**src/rtl/regfile_write_arbiter.sv**
```systemverilog
// Round-robin arbiter sharing the register file write port between ALU (A)
// and load/multi-cycle (B) writeback, with a registered write stage and pending mask.
module regfile_write_arbiter #(
  parameter int DATA_WIDTH = 32,
  parameter int ADDR_WIDTH = 5
) (
  input  logic                       clk,
  input  logic                       rst_n,
  input  logic                       a_valid,
  input  logic [ADDR_WIDTH-1:0]      a_addr,
  input  logic [DATA_WIDTH-1:0]      a_data,
  output logic                       a_ready,
  input  logic                       b_valid,
  input  logic [ADDR_WIDTH-1:0]      b_addr,
  input  logic [DATA_WIDTH-1:0]      b_data,
  output logic                       b_ready,
  input  logic                       stall,
  output logic [ADDR_WIDTH-1:0]      rf_write,
  output logic [DATA_WIDTH-1:0]      rf_write_data,
  output logic                       rf_write_enable,
  output logic [(2**ADDR_WIDTH)-1:0] pending_mask
);

  typedef enum logic {GNT_A = 1'b0, GNT_B = 1'b1} grant_e;

  grant_e                       r_last_grant;
  logic [ADDR_WIDTH-1:0]        r_addr;
  logic [DATA_WIDTH-1:0]        r_data;
  logic                         r_we;

  logic                         w_grant_a;
  logic                         w_grant_b;
  logic [ADDR_WIDTH-1:0]        w_win_addr;
  logic [DATA_WIDTH-1:0]        w_win_data;
  logic [(2**ADDR_WIDTH)-1:0]   w_mask;

  // On contention the requester that did not win last time goes first.
  always_comb begin
    // NOTE: every always_comb output gets a default first so no latch is inferred.
    w_grant_a  = 1'b0;
    w_grant_b  = 1'b0;
    w_win_addr = a_addr;
    w_win_data = a_data;
    if (!stall) begin
      if (a_valid && (!b_valid || r_last_grant == GNT_B)) begin
        w_grant_a = 1'b1;
      end else if (b_valid) begin
        w_grant_b  = 1'b1;
        w_win_addr = b_addr;
        w_win_data = b_data;
      end
    end
  end

  assign a_ready = w_grant_a;
  assign b_ready = w_grant_b;

  always_ff @(posedge clk or negedge rst_n) begin
    if (!rst_n) begin
      // NOTE: async reset clears every register here; the output stage is tiny flops, not memory.
      r_last_grant <= GNT_B;
      r_addr       <= '0;
      r_data       <= '0;
      r_we         <= 1'b0;
    end else begin
      // NOTE: sequential state uses non-blocking assignments so all flops sample together.
      r_we <= 1'b0;
      if (w_grant_a || w_grant_b) begin
        r_last_grant <= w_grant_a ? GNT_A : GNT_B;
        r_addr       <= w_win_addr;
        r_data       <= w_win_data;
        r_we         <= (w_win_addr != '0);
      end
    end
  end

  assign rf_write        = r_addr;
  assign rf_write_data   = r_data;
  assign rf_write_enable = r_we;

  // Requested or in-flight destinations; register 0 is never a hazard.
  always_comb begin
    w_mask = '0;
    if (a_valid) w_mask[a_addr] = 1'b1;
    if (b_valid) w_mask[b_addr] = 1'b1;
    if (r_we)    w_mask[r_addr] = 1'b1;
    w_mask[0] = 1'b0;
  end

  assign pending_mask = w_mask;

endmodule

```
**config.mk**
```make
export PLATFORM = sky130hd
export DESIGN_NAME = regfile_write_arbiter
export DESIGN_NICKNAME = d
export VERILOG_FILES = /design/src/rtl/regfile_write_arbiter.sv
export SDC_FILE = /design/constraint.sdc
export NUM_CORES = 1
export LEC_CHECK = 0
export CAP_MARGIN = 20
export CORE_MARGIN = 2
export CORE_UTILIZATION = 35
export CTS_CLUSTER_SIZE = 8
export DETAILED_ROUTE_END_ITERATION = 8
export HOLD_SLACK_MARGIN = 0.05
export PLACE_DENSITY = 0.82
export RECOVER_POWER = 100
export SETUP_SLACK_MARGIN = 0.02
export SYNTH_ARGS = -nofsm -noshare
export SYNTH_HDL_FRONTEND = slang
export SYNTH_SLANG_ARGS = --single-unit
```
**constraint.sdc**
```tcl
create_clock -name clk -period 1.6 [get_ports clk]
set_clock_uncertainty 0.15 [all_clocks]
set_input_delay 0.32 -clock clk [delete_from_list [all_inputs] [get_ports clk]]
set_output_delay 0.32 -clock clk [all_outputs]
set_load 0.005 [all_outputs]
```
==> flow_summary_export.csv <==
group,metric,value,unit
drt,wl_per_cell,18.8,um
pwr,power.leakage,2.52,nW
drt,wl_met1,4370,um
floorplanning,placementRows,31,
clock_network,cts_tree,"yes",
sta,fin_tns_setup,-11650,ps
flow_run,max_cap_violations,0,
floorplanning,initial_core_util,36.0,%
yosys,synth.most_common_cell,"nand2_1",
yosys,syn_nets,368,
placed_design,place_congestion,0.944,
yosys,ys_top_cells_by_count,"nand2_1, dfrtp_1, and2_1",
drt,drc,0,
drt,routed_wl,11800,um
yosys,ys_warn_count,0,
setup_path,worstSetupPathType,"reg2out",
finish,areaGrowthSynthToFinish,96.9,%
setup_path,cp-end-kind,"primary output",
clock_network,numClockSinks,39,
yosys,synth.distinct_cells,30,
pwr,fin_total_pwr,3.38,mW
yosys,synthFlopType,"dfrtp_1",
yosys,postSynthAreaPerCell,8.99,um2
floorplanning,core-area,7210,um2
global_route,antenna_found_initial,1,
worst_hold_path,hold_end,"rf_write[1]$_DFFE_PN0P_",
sta,final.period_utilization,128,%
clock_network,root_buffer,"clkbuf_8",
yosys,synth-async-reset-ratio,100,%
sta,clock.fmax,489,MHz
placed_design,portBuffers,149,
setup_path,crit_path_start_kind,"register",
global_route,grt_use_total,27.3,%
sta,period_minus_slack,2050,ps
setup_path,cp_max_fo,6,
yosys,synth_area_leaders,"dfrtp_1, a221o_1, nand2_1, a22oi_1, and2_1",
clock_network,cts-htree-levels,2,
drt,top_layer_used,"met4",
sta,maxSlewHeadroom,46.7,%
drt,via_count,3561,
yosys,synthCells,289,
clock_network,cts_max_path_buffers,2,
setup_path,critPathRequiredTime,1130,ps
yosys,ys_ff_latch,39,
setup_path,worstReg2RegStart,"r_last_grant$_DFFE_PN1P_",
global_route,grt_max_degree,34,
finish,fillers,541,
yosys,syn_area,2600,um2
pwr,power_density,662,nW/um2
floorplanning,die_h,90.1,um
clock_network,cts_buffers,5,
clock_network,clk-insertion-delay-late,290,ps
drt,viasPerCell,5.69,
setup_path,r2r_end,"rf_write_data[29]$_DFFE_PN0P_",
sta,rsz0062_at_grt,"true",
finish,final_cells,626,
finish,nets,604,
outcome,outcome,"finished, violations left",
floorplanning,dieArea,8130,um2
outcome,violations,"negative setup slack",
placed_design,dp_hpwl,7480,um
drt,wl_met2,5730,um
global_route,grt_pass1_vias,3575,
yosys,yosysTopAreaCellShare,36.6,%
sta,tightestPinTransition,799,ps
worst_hold_path,worstHoldPathType,"in2reg",
setup_path,arrival,1580,ps
global_route,grt_pass1_wl,18100,um
worst_hold_path,holdPathStages,4,
drt,ant_nets,0,
setup_path,reg2reg_slack,50,ps
drt,dr.pass1.iters,5,
finish,drive_above_1_share,39.5,%
drt,drt_iter0_markers,270,
yosys,synth_area_leader_cell,"dfrtp_1",
drt,route.met3.wl,1290,um
yosys,synth_edf_count,0,
sta,setup_viol,34,
setup_path,ff2ff_path_depth,4,
clock_network,clkTransAtPathRegs,80,ps
floorplanning,die_w,90.1,um
placed_design,dp.cells,571,
sta,slew_viol_final,0,
pwr,irDropWorstVdd,0.000611,V
yosys,synth_seq_area_share,37.6,%
worst_hold_path,holdCritStartpoint,"b_addr[1]",
sta,hold_violations,0,
floorplanning,num_io_pins,151,
sta,setup_ws,-446,ps
global_route,globalRouteOverflowTotal,0,
[layout make-up]
cell class                      instances  area [um2]  share of cell area (%)
Inverter                                4        15.0                   0.294
Clock inverter                          2        12.5                   0.245
Multi-Input combinational cell        224        1680                    32.8
Tap cell                               99         124                    2.42
Clock buffer                            6        72.6                    1.42
Antenna cell                            1        2.50                  0.0489
Timing Repair Buffer                  251        2230                    43.5
Sequential cell                        39         982                    19.2
[critical path, stage by stage (launching register included)]
cell and delay (ps):
dfrtp_2 460, buf_6 140, buf_6 100, and3b_2 260, buf_6 110, nand2_2 40
nand2_1 50, buf_2 120
[metrics by stage]
| stage | hold WS (ps) | area (um2) | utilization (%) | worst slack, ps |
|---|---|---|---|---|
| 6_report | 366 | 5110 | 70.9 | -446 |
| 5_1_grt | 384 | 5110 | 70.9 | -505 |
| 4_1_cts | 307 | 5010 | 69.4 | -478 |
| 3_5_place_dp | 90.6 | 4530 | 62.8 | -906 |
| 3_3_place_gp | 86.3 | 4530 | 62.8 | -896 |
| 2_1_floorplan | -126 | 2600 | - | 30.3 |
[how the worst max path moves through the flow]
| stage | from | end | slack (ps) | cells after the start |
|---|---|---|---|---|
| floorplan | r_last_grant$_DFFE_PN1P_ | a_ready | 30 | 3 |
| global route | rf_write[3]$_DFFE_PN0P_ | pending_mask[2] | -510 | 7 |
| finish | rf_write[3]$_DFFE_PN0P_ | pending_mask[22] | -450 | 7 |
| global placement | b_addr[2] | pending_mask[11] | -900 | 6 |
| detailed placement | b_addr[4] | pending_mask[16] | -910 | 6 |
| CTS | rf_write[3]$_DFFE_PN0P_ | pending_mask[11] | -480 | 6 |
[where the power goes]
group | total, mW | leakage [nW] | internal (mW) | switching [mW]
Clock | 0.652 | 0.0412 | 0.305 | 0.347
Combinational | 1.49 | 2.01 | 0.893 | 0.602
Sequential | 1.24 | 0.470 | 1.14 | 0.103
[cells by family (layout without fill, tap and decap cells)]
| group | Yosys count | in the layout | share of synthesized area (%) |
|---|---|---|---|
| DFF | 39 | 39 | 37.6 |
| other | 1 | 2 | 0.144 |
| buffers and inverters | 26 | 263 | 5.54 |
| and+or+nand+nor | 140 | 140 | 29.4 |
| AOI/OAI and AO/OA | 83 | 83 | 27.3 |
[flip-flops by register name, indices dropped and copies added (netlist names)]
name             cells
rf_write_enable      1
rf_write_data       32
r_last_grant         1
rf_write             5
[layout by cell type, fill, tap and decap left out, types with 5 or more instances in the layout]
master / Yosys / layout
and3_4: 0 / 5
buf_6: 3 / 44
and2_1: 33 / 32
clkdlybuf4s50_1: 0 / 64
and3b_2: 0 / 5
o2111ai_1: 5 / 5
buf_4: 5 / 56
a221o_1: 32 / 32
buf_2: 4 / 31
dlygate4sd2_1: 0 / 38
nor3b_2: 1 / 5
clkbuf_8: 0 / 5
o21ai_0: 5 / 5
nand2_2: 0 / 23
nand2_1: 62 / 39
a22oi_1: 30 / 24
nor2_1: 7 / 7
dfrtp_1: 38 / 34
and3b_1: 15 / 10
a31oi_1: 5 / 5
a22oi_2: 0 / 6
[metal layers]
| layer | vias up | track usage [%] |
|---|---|---|
| met3 | 52 | 8.05 |
| met4 | 0 | 9.23 |
| met2 | 252 | 48.1 |
| met1 | 1702 | 31.7 |
| met5 | - | 0 |
| li1 | 1555 | - |
[what timing repair did]
| action | in CTS | in global routing |
|---|---|---|
| hold buffers | 1 | 0 |
| gates resized for setup | 282 | 45 |
| pin swaps | 23 | 13 |
| setup endpoints to repair | 109 | 64 |
| endpoints found under the hold margin | 11 | 0 |
| setup buffers | 46 | 4 |
| gates cloned | 0 | 1 |
(Power assumes the default switching activity.)
